<file path="src/rtl/bk_sd_ctrl.sv">
// Backup-RAM sector sequencer: on a load/save request, walks every sector of each
// valid virtual disk and streams the HPS sector buffer to/from backup memory.
module bk_sd_ctrl #(
    parameter int VD0_SECTORS = 64,
    parameter int VD1_SECTORS = 256
) (
    input  logic        clk_sys,
    input  logic        reset_n,
    input  logic [1:0]  img_mounted,
    input  logic [63:0] img_size,
    input  logic        bk_load,
    input  logic        bk_save,
    output logic        bk_ena,
    output logic        bk_loading,
    output logic        bk_saving,
    input  logic [1:0]  core_dirty,
    output logic [31:0] sd_lba,
    output logic [1:0]  sd_rd,
    output logic [1:0]  sd_wr,
    input  logic [1:0]  sd_ack,
    input  logic [7:0]  sd_buff_addr,
    input  logic [15:0] sd_buff_dout,
    input  logic        sd_buff_wr,
    output logic [15:0] sd_buff_din,
    output logic        mem_vd,
    output logic [15:0] mem_addr,
    output logic        mem_we,
    output logic [15:0] mem_wdata,
    input  logic [15:0] mem_rdata
);

    typedef enum logic [2:0] {
        S_IDLE = 3'd0,
        S_SEL  = 3'd1,
        S_REQ  = 3'd2,
        S_XFER = 3'd3,
        S_NEXT = 3'd4
    } state_t;

    localparam logic [63:0] VD0_BYTES = 64'(VD0_SECTORS) * 64'd512;
    localparam logic [63:0] VD1_BYTES = 64'(VD1_SECTORS) * 64'd512;
    localparam logic [7:0]  VD0_LAST  = 8'(VD0_SECTORS - 1);
    localparam logic [7:0]  VD1_LAST  = 8'(VD1_SECTORS - 1);

    state_t      r_state;
    state_t      w_state_nx;
    logic [1:0]  r_valid;
    logic [1:0]  r_dirty;
    logic [1:0]  r_done;
    logic        r_op_save;
    logic        r_loading;
    logic        r_saving;
    logic        r_vd;
    logic [7:0]  r_sector;
    logic        r_load_d;
    logic        r_save_d;
    logic [1:0]  r_sd_rd;
    logic [1:0]  r_sd_wr;

    logic        w_ena;
    logic        w_load_edge;
    logic        w_save_edge;
    logic [1:0]  w_vd_oh;
    logic        w_ack;
    logic        w_on_vd;
    logic        w_abort;
    logic        w_last;
    logic        w_xfer;
    logic [1:0]  w_cand;
    logic        w_start_load;
    logic        w_start_save;
    logic        w_pick_vld;
    logic        w_pick;
    logic        w_vd_done;
    logic        w_sel_empty;
    logic        w_save_done;
    logic [1:0]  w_dirty_clr;

    assign w_ena       = |r_valid;
    assign w_load_edge = bk_load & ~r_load_d;
    assign w_save_edge = bk_save & ~r_save_d;
    assign w_vd_oh     = r_vd ? 2'b10 : 2'b01;
    assign w_ack       = |(sd_ack & w_vd_oh);
    assign w_on_vd     = (r_state == S_REQ) || (r_state == S_XFER) || (r_state == S_NEXT);
    // A remount of the disk being walked abandons it; the new valid flag takes over.
    assign w_abort     = w_on_vd & (|(img_mounted & w_vd_oh));
    assign w_last      = (r_sector == (r_vd ? VD1_LAST : VD0_LAST));
    assign w_cand      = r_valid & ~r_done & (r_op_save ? r_dirty : 2'b11);
    assign w_dirty_clr = (w_save_done ? w_vd_oh : 2'b00)
                       | ((w_pick_vld & ~r_op_save) ? (w_pick ? 2'b10 : 2'b01) : 2'b00);

    // Next-state and per-cycle control strobes.
    always_comb begin
        w_state_nx   = r_state;
        w_start_load = 1'b0;
        w_start_save = 1'b0;
        w_pick_vld   = 1'b0;
        w_pick       = 1'b0;
        w_vd_done    = 1'b0;
        w_sel_empty  = 1'b0;
        w_save_done  = 1'b0;
        case (r_state)
            S_IDLE: begin
                if (w_ena && w_load_edge) begin
                    w_start_load = 1'b1;
                    w_state_nx   = S_SEL;
                end else if (w_ena && w_save_edge) begin
                    w_start_save = 1'b1;
                    w_state_nx   = S_SEL;
                end else begin
                    w_state_nx   = S_IDLE;
                end
            end
            S_SEL: begin
                if (w_cand[0]) begin
                    w_pick_vld = 1'b1;
                    w_pick     = 1'b0;
                    w_state_nx = S_REQ;
                end else if (w_cand[1]) begin
                    w_pick_vld = 1'b1;
                    w_pick     = 1'b1;
                    w_state_nx = S_REQ;
                end else begin
                    w_sel_empty = 1'b1;
                    w_state_nx  = S_IDLE;
                end
            end
            S_REQ: begin
                if (w_abort) begin
                    w_vd_done  = 1'b1;
                    w_state_nx = S_SEL;
                end else if (w_ack) begin
                    w_state_nx = S_XFER;
                end else begin
                    w_state_nx = S_REQ;
                end
            end
            S_XFER: begin
                if (w_abort) begin
                    w_vd_done  = 1'b1;
                    w_state_nx = S_SEL;
                end else if (!w_ack) begin
                    w_state_nx = S_NEXT;
                end else begin
                    w_state_nx = S_XFER;
                end
            end
            S_NEXT: begin
                if (w_abort) begin
                    w_vd_done  = 1'b1;
                    w_state_nx = S_SEL;
                end else if (w_last) begin
                    w_vd_done   = 1'b1;
                    w_save_done = r_op_save;
                    w_state_nx  = S_SEL;
                end else begin
                    w_state_nx  = S_REQ;
                end
            end
            default: begin
                w_state_nx = S_IDLE;
            end
        endcase
    end

    // State register.
    always_ff @(posedge clk_sys or negedge reset_n) begin
        if (!reset_n) begin
            r_state <= S_IDLE;
        end else begin
            r_state <= w_state_nx;
        end
    end

    // Request edge detection, operation latch and busy flags.
    always_ff @(posedge clk_sys or negedge reset_n) begin
        if (!reset_n) begin
            r_load_d  <= 1'b0;
            r_save_d  <= 1'b0;
            r_op_save <= 1'b0;
            r_loading <= 1'b0;
            r_saving  <= 1'b0;
        end else begin
            r_load_d <= bk_load;
            r_save_d <= bk_save;
            if (w_start_load) begin
                r_op_save <= 1'b0;
                r_loading <= 1'b1;
            end else if (w_start_save) begin
                r_op_save <= 1'b1;
                r_saving  <= 1'b1;
            end else if (w_sel_empty) begin
                r_loading <= 1'b0;
                r_saving  <= 1'b0;
            end
        end
    end

    // Disk/sector walk position and per-operation done flags.
    always_ff @(posedge clk_sys or negedge reset_n) begin
        if (!reset_n) begin
            r_vd     <= 1'b0;
            r_sector <= 8'd0;
            r_done   <= 2'b00;
        end else begin
            if (w_pick_vld) begin
                r_vd     <= w_pick;
                r_sector <= 8'd0;
            end else if ((r_state == S_NEXT) && (w_state_nx == S_REQ)) begin
                r_sector <= r_sector + 8'd1;
            end
            if (w_sel_empty) begin
                r_done <= 2'b00;
            end else if (w_vd_done) begin
                r_done <= r_done | w_vd_oh;
            end
        end
    end

    // Image validity from mount size; dirty tracking where a new core write beats a clear.
    always_ff @(posedge clk_sys or negedge reset_n) begin
        if (!reset_n) begin
            r_valid <= 2'b00;
            r_dirty <= 2'b00;
        end else begin
            if (img_mounted[0]) begin
                r_valid[0] <= (img_size >= VD0_BYTES);
            end
            if (img_mounted[1]) begin
                r_valid[1] <= (img_size >= VD1_BYTES);
            end
            r_dirty <= core_dirty | (r_dirty & ~w_dirty_clr);
        end
    end

    // Sector request lines: held until the first cycle the HPS acknowledges.
    always_ff @(posedge clk_sys or negedge reset_n) begin
        if (!reset_n) begin
            r_sd_rd <= 2'b00;
            r_sd_wr <= 2'b00;
        end else if ((r_state == S_REQ) && (w_state_nx == S_REQ)) begin
            r_sd_rd <= r_op_save ? 2'b00 : w_vd_oh;
            r_sd_wr <= r_op_save ? w_vd_oh : 2'b00;
        end else begin
            r_sd_rd <= 2'b00;
            r_sd_wr <= 2'b00;
        end
    end

    assign w_xfer      = (r_state == S_XFER) & ~w_abort;
    assign bk_ena      = w_ena;
    assign bk_loading  = r_loading;
    assign bk_saving   = r_saving;
    assign sd_lba      = {24'd0, r_sector};
    assign sd_rd       = r_sd_rd;
    assign sd_wr       = r_sd_wr;
    assign mem_vd      = w_xfer & r_vd;
    assign mem_addr    = w_xfer ? {r_sector, sd_buff_addr} : 16'd0;
    assign mem_we      = w_xfer & ~r_op_save & sd_buff_wr;
    assign mem_wdata   = (w_xfer & ~r_op_save) ? sd_buff_dout : 16'd0;
    assign sd_buff_din = (w_xfer & r_op_save) ? mem_rdata : 16'd0;

endmodule

</file>
<file path="config.mk">
export PLATFORM = sky130hd
export DESIGN_NAME = bk_sd_ctrl
export DESIGN_NICKNAME = d
export VERILOG_FILES = /design/src/rtl/bk_sd_ctrl.sv
export SDC_FILE = /design/constraint.sdc
export NUM_CORES = 1
export LEC_CHECK = 0
export ABC_AREA = 0
export CAP_MARGIN = 10
export CORE_ASPECT_RATIO = 0.8
export CORE_MARGIN = 5
export CORE_UTILIZATION = 33
export CTS_CLUSTER_SIZE = 10
export DETAILED_ROUTE_END_ITERATION = 8
export HOLD_SLACK_MARGIN = 0.1
export PLACE_DENSITY_LB_ADDON = 0.25
export SETUP_SLACK_MARGIN = 0.15
export SLEW_MARGIN = 20
export SYNTH_ARGS = -nofsm -noshare
export SYNTH_HDL_FRONTEND = slang
export SYNTH_SLANG_ARGS = --single-unit
</file>
<file path="constraint.sdc">
create_clock -name clk_sys -period 2.65 [get_ports clk_sys]
set_input_delay 0.53 -clock clk_sys [delete_from_list [all_inputs] [get_ports clk_sys]]
set_output_delay 0.53 -clock clk_sys [all_outputs]
set_load 0.005 [all_outputs]
</file>
==> results.cfg, run 1 <==
[run]
max-cap-violations = 0

[layout]
regArea_um2 = 675.6
multi_input_area_um2 = 1282
layout_commonest_cell = clkdlybuf4s50_1
syn2layout_area_growth_pct = 89.23
final_cell_mix = 113 x clkdlybuf4s50_1, 47 x and3_1, 28 x buf_4
stdcell_area_um2 = 3935
fin_util_pct = 65.52
layout.nets = 557
antenna_cells = 0
nFillCells = 512
drive_above_1_share_pct = 19.55

[cts]
cts_sinks = 27
cts_buffers = 3
h-tree-depth = 1
hold_buffers = 0
root_buffer = clkbuf_8
clock_latency_ps = 280
tritoncts = yes
path_clk_slew_ps = 100
cts_buffer_depth = 2

[yosys]
synth_ff_type = dfrtp_1
synth-async-reset-ratio_pct = 100.0
synth_edf_count = 0
syn_inst = 247
avgSynthCellArea_um2 = 8.419
ys_ff_latch = 27
ys_warn_count = 0
yosysSeqAreaShare_pct = 32.49
syn-cell-area_um2 = 2079
yosys.cell_types.count = 55

[global_routing]
grt_pass1_wl_um = 12830
met1_usage_pct = 22.52
grt_remaining_overflow = 0
grt_pass1_vias = 2597
grtUsageMet3_pct = 4.292
grt_util_met2_pct = 37.67
grt_start_max_net_pins = 28
top_usage_layer = met2
antenna_found_initial = 0
grt_usage_pct = 19.71

[timing]
slew_headroom_pct = 58.79
min_period_ps = 2428
drv_slew = 0
fin_hold_ws_ps = 514.5
fin_skew_ps = 4.257
rsz0062_at_grt = false
hold_violations = 0
fmax_mhz = 411.8
period_share_pct = 91.63
worst_pin_slew_ps = 611.6
setup_violations = 0

[placed_design]
postPlaceCellArea_um2 = 3784
hpwl_um = 6553
gp_congestion = 0.8275
io_buffers = 164

[detailed_routing]
firstDrtPassIters = 4
dr.first_iter.drc_count = 134
drcViolationCount = 0
routed-via-count = 2575
routedWlPerCell_um = 16.05
routed_via_density = 4.942
routed_wl_um = 8362
ant_nets = 0

[die]
fp.dieH_um = 81
dieWidth_um = 98.75
fp-row-count = 25
dieArea_um2 = 7999
ios = 204
core_um2 = 6006
start_util_pct = 34.62

[critical_path]
cp_top_family = buffers and inverters
slowest_stage = mux2_4
crit_path_end_kind = primary output
crit_required_ps = 2120
arrival_ps = 1900
critPathMaxFanout = 5
start_kind = input pin
critPathKind = in2out
path_cells = clkdlybuf4s15_1 > mux2_4 > nor2_4 > buf_6 > buf_4 > and3_1 > clkdlybuf4s15_2
critPathBufInv = 4
slowest_delay_ps = 320

[pwr]
power_density_nw_per_um2 = 501.7
irDropWorstVdd_mv = 0.2696
p_leak_nw = 1.972

[worst_hold_path]
hold_class = reg2reg

[outcome]
outcome = finished clean
-- synthesized netlist by cell type (all sizes together), types with 3 or more instances --
master  number  area [um2]
dfrtp       27       675.7
inv          5       18.77
a21oi        5       28.78
nand3        5       25.02
mux2i        4       40.04
buf         26       188.9
nor2        22       87.58
nand2b       3       18.77
nor3b        4       51.30
nand4        5       46.29
or3b         3       28.78
o21ai        5       25.02
or2          4       25.02
clkbuf       8       33.78
nor3         4       20.02
and3        48       300.3
nor2b        5       31.28
nor4        14       87.58
nand2       20       77.58
-- power breakdown --
part / switching [mW] / internal, mW
sequential: 0.0464 / 0.490
clock: 0.136 / 0.107
combinational: 0.591 / 0.604
-- registers in the layout (all words and copies together) (netlist names) --
name,cells
r_sector,8
r_state,3
r_dirty,2
r_done,2
r_valid,2
sd_rd,2
sd_wr,2
bk_loading,1
bk_saving,1
r_load_d,1
r_op_save,1
r_save_d,1
r_vd,1
-- worst min-delay path, cell delays in order (launching register included) --
cell and delay, ps:
dfrtp_1 360, a21oi_1 40, nor2_1 80
-- logic make-up after synthesis --
kind of cell | after synthesis | synth area share, %
simple gates | 141 | 39.89
fa+ha+maj | 1 | 0.6016
buf+inv | 39 | 11.61
mux | 6 | 3.008
compound gates | 30 | 11.37
xor+xnor | 2 | 0.8425
flops | 27 | 32.49
other cells | 1 | 0.1803
-- metal layers --
metal | part of all wire (%) | wire length (um) | up-vias
met1 | 39 | 3225 | 1181
met2 | 51 | 4304 | 145
met3 | 8.3 | 691 | 13
met4 | 1.7 | 141 | 0
met5 | 0 | 0 | -
li1 | - | - | 1236
-- final timing paths --
check                                       startpoint                       to  slack, ps  cells past startpoint
worst max-delay path                    img_mounted[0]           sd_buff_din[3]        220                      7
worst min-delay path            bk_loading$_DFFE_PN0P_   bk_loading$_DFFE_PN0P_        510                      2
worst max register to register   r_op_save$_DFFE_PN0P_  r_sector[7]$_DFFE_PN0P_        790                      6
worst min register to register  bk_loading$_DFFE_PN0P_   bk_loading$_DFFE_PN0P_        510                      2
max in group asynchronous                      reset_n  r_sector[3]$_DFFE_PN0P_       1790                      2
min in group asynchronous                      reset_n   r_valid[0]$_DFFE_PN0P_        610                      2
-- repair_timing --
item / CTS / global route
gates cloned: 4 / 0
setup endpoints to repair: 49 / 30
gates resized for setup: 85 / 47
buffers inserted: 17 / 2
pin swaps: 2 / 1
endpoints found under the hold margin: 0 / 0
-- cell type report --
| type | count | area share, % |
|---|---|---|
| inverters | 5 | 0.4769 |
| well taps | 81 | 2.576 |
| flip-flops and latches | 27 | 17.17 |
| multi-input cells | 204 | 32.59 |
| clock inverters | 1 | 0.1908 |
| clock buffers | 3 | 1.049 |
| repair buffers | 200 | 45.95 |
-- per-stage QoR --
| step | instances | TNS (ps) | power (mW) | worst slack, ps |
|---|---|---|---|---|
| 4_1_cts | 519 | 0 | 1.945 | 141.8 |
| 2_1_floorplan | 270 | 0 | 1.090 | 637.9 |
| 5_1_grt | 521 | 0 | 2.118 | 148.0 |
| 6_report | 521 | 0 | 1.974 | 221.8 |
| 3_5_place_dp | 494 | -7854 | 1.572 | -211.7 |
| 3_3_place_gp | 494 | -7203 | 1.540 | -181.5 |
Power figures use the tool's default switching activity.
==> inputs of run 2 (changes only) <==
Settings changed: CELL_PAD_IN_SITES_DETAIL_PLACEMENT set to 0, CELL_PAD_IN_SITES_GLOBAL_PLACEMENT set to 2, CORE_UTILIZATION 33 to 13, CTS_CLUSTER_DIAMETER set to 80.
Clock period 2.65 ns to 2.1 ns, I/O delays scaled along.
==> run 2 against run 1 <==
The flow now finishes with violations (setup timing). Largest power group unchanged. Highest routed layer unchanged. Register-to-register slack got worse by 580 ps. Critical path depth unchanged. Routed wire length grew 19%. Clock skew grew 1.1 ps. Clock power is 84% higher. Die area increased by 130%. Utilization fell by 37 points. Non-clock buffer count is 7 higher. Via count increased by 0.54%. Hold slack worse by 16 ps. Sequential power is 30% higher.
==> results.cfg, run 2 (same netlist as run 1, synthesis figures left out) <==
[die]
fp.dieH_um = 123.1
dieWidth_um = 151.4
ios = 204
start_util_pct = 13.20
fp-row-count = 41
core_um2 = 15750
dieArea_um2 = 18640

[detailed_routing]
drcViolationCount = 0
firstDrtPassIters = 4
routed_via_density = 3.911
routed_wl_um = 9940
routed-via-count = 2589
ant_nets = 0
routedWlPerCell_um = 15.02
dr.first_iter.drc_count = 99

[critical_path]
slowest_delay_ps = 400
cp_top_family = buffers and inverters
critPathKind = reg2out
slowest_stage = dfrtp_1
crit_path_frequent_cell = buf_6
critPathMaxFanout = 8
start_kind = register
critPathBufInv = 4
crit_required_ps = 1680
crit_path_end_kind = primary output
path_cells = mux2_4 > nor2_4 > buf_6 > buf_6 > buf_16 > and3_4 > buf_6
arrival_ps = 1820

[global_routing]
grt_remaining_overflow = 0
grt_pass1_vias = 2534
grt_start_max_net_pins = 28
antenna_found_initial = 0
grt_usage_pct = 9.709
grt_pass1_wl_um = 14060

[timing]
fin_skew_ps = 5.356
min_period_ps = 2245
hold_violations = 0
setup_violations = 38
drv_slew = 0
rsz0062_at_grt = true
fmax_mhz = 445.5
slew_headroom_pct = 64.79
worst_pin_slew_ps = 524.6
period_share_pct = 106.9
worst_slack_ps = -144.8

[cts]
clock_latency_ps = 260
h-tree-depth = 1
path_clk_slew_ps = 70
hold_buffers = 0
root_buffer = clkbuf_16
tritoncts = yes
cts_sinks = 27
cts_buffers = 3
cts_buffer_depth = 2

[run]
max-cap-violations = 0

[layout]
antenna_cells = 0
final_cell_mix = 107 x clkdlybuf4s50_1, 34 x buf_6, 30 x buf_2
top_register = r_sector
drive_above_1_share_pct = 32.89
fin_util_pct = 28.61
layout.nets = 564
largest_reg_flops = 8
syn2layout_area_growth_pct = 116.7
layout_commonest_cell = clkdlybuf4s50_1
reg_top3 = r_sector: 8 flops, r_state: 3 flops
nFillCells = 1698

[outcome]
outcome = finished, violations left
failed_checks = setup timing

[pwr]
p_leak_nw = 2.066
irDropWorstVdd_mv = 0.3134
p_total_mw = 2.981
power_density_nw_per_um2 = 661.6

[placed_design]
gp_congestion = 0.7574
hpwl_um = 7591
io_buffers = 164

[worst_hold_path]
hold_class = reg2reg
==> run 2: cell type report <==
class / instances / area, um2 / area share (%)
inverter: 5 / 18.77 / 0.4166
multi-input combinational: 204 / 1458 / 32.35
tap: 215 / 269.0 / 5.971
sequential: 27 / 675.6 / 15.00
clock buffer: 4 / 78.83 / 1.750
timing repair buffer: 207 / 2006 / 44.52
==> run 2: worst register-to-register path: stages (launching register included) <==
cell and delay [ps]:
dfrtp_1 400, mux2_4 360, buf_4 150, buf_6 110
buf_12 140, nor2_4 90, nand4_1 140, o21a_1 220
or2_1 200
==> run 2: path summary, 6_finish.rpt <==
kind	cells after the start	to	slack [ps]	startpoint
max in group asynchronous	2	r_load_d$_DFF_PN0_	1280	reset_n
worst min-delay path	2	bk_saving$_DFFE_PN0P_	500	bk_saving$_DFFE_PN0P_
worst max register to register	8	r_dirty[1]$_DFF_PN0_	210	r_vd$_DFFE_PN0N_
min in group asynchronous	2	r_sector[3]$_DFFE_PN0P_	530	reset_n
worst min register to register	2	bk_saving$_DFFE_PN0P_	500	bk_saving$_DFFE_PN0P_
worst max-delay path	7	mem_wdata[12]	-140	r_vd$_DFFE_PN0N_
==> run 2: through the flow <==
step	instances	setup TNS, ps	cell area, um2	hold slack, ps	setup slack, ps
2_1_floorplan	270	0	2166	124.4	289.2
3_3_place_gp	636	-27780	4024	473.0	-612.0
3_5_place_dp	636	-27790	4024	485.4	-606.7
4_1_cts	659	-4013	4239	504.4	-145.2
5_1_grt	662	-6789	4506	529.3	-210.9
6_report	662	-3530	4506	498.2	-144.8
==> run 2: timing repair <==
| item | CTS | global route |
|---|---|---|
| pin swaps | 18 | 19 |
| resized for setup | 234 | 55 |
| setup endpoints to repair | 51 | 57 |
| setup buffers | 15 | 3 |
| cloned | 4 | 0 |
| endpoints found under the hold margin | 0 | 0 |
==> run 2: power by group <==
part	leakage (nW)	switching, mW	internal, mW
clock	0.0382	0.187	0.260
sequential	0.335	0.0800	0.619
combinational	1.69	0.864	0.970
==> run 2: metal layers <==
layer  up-vias  wire, um  GRT usage [%]
met4         0        54          1.699
li1       1258         -              -
met1      1175      4110          11.87
met2       154      4372          16.57
met3         2      1403          3.591
met5         -         0              0
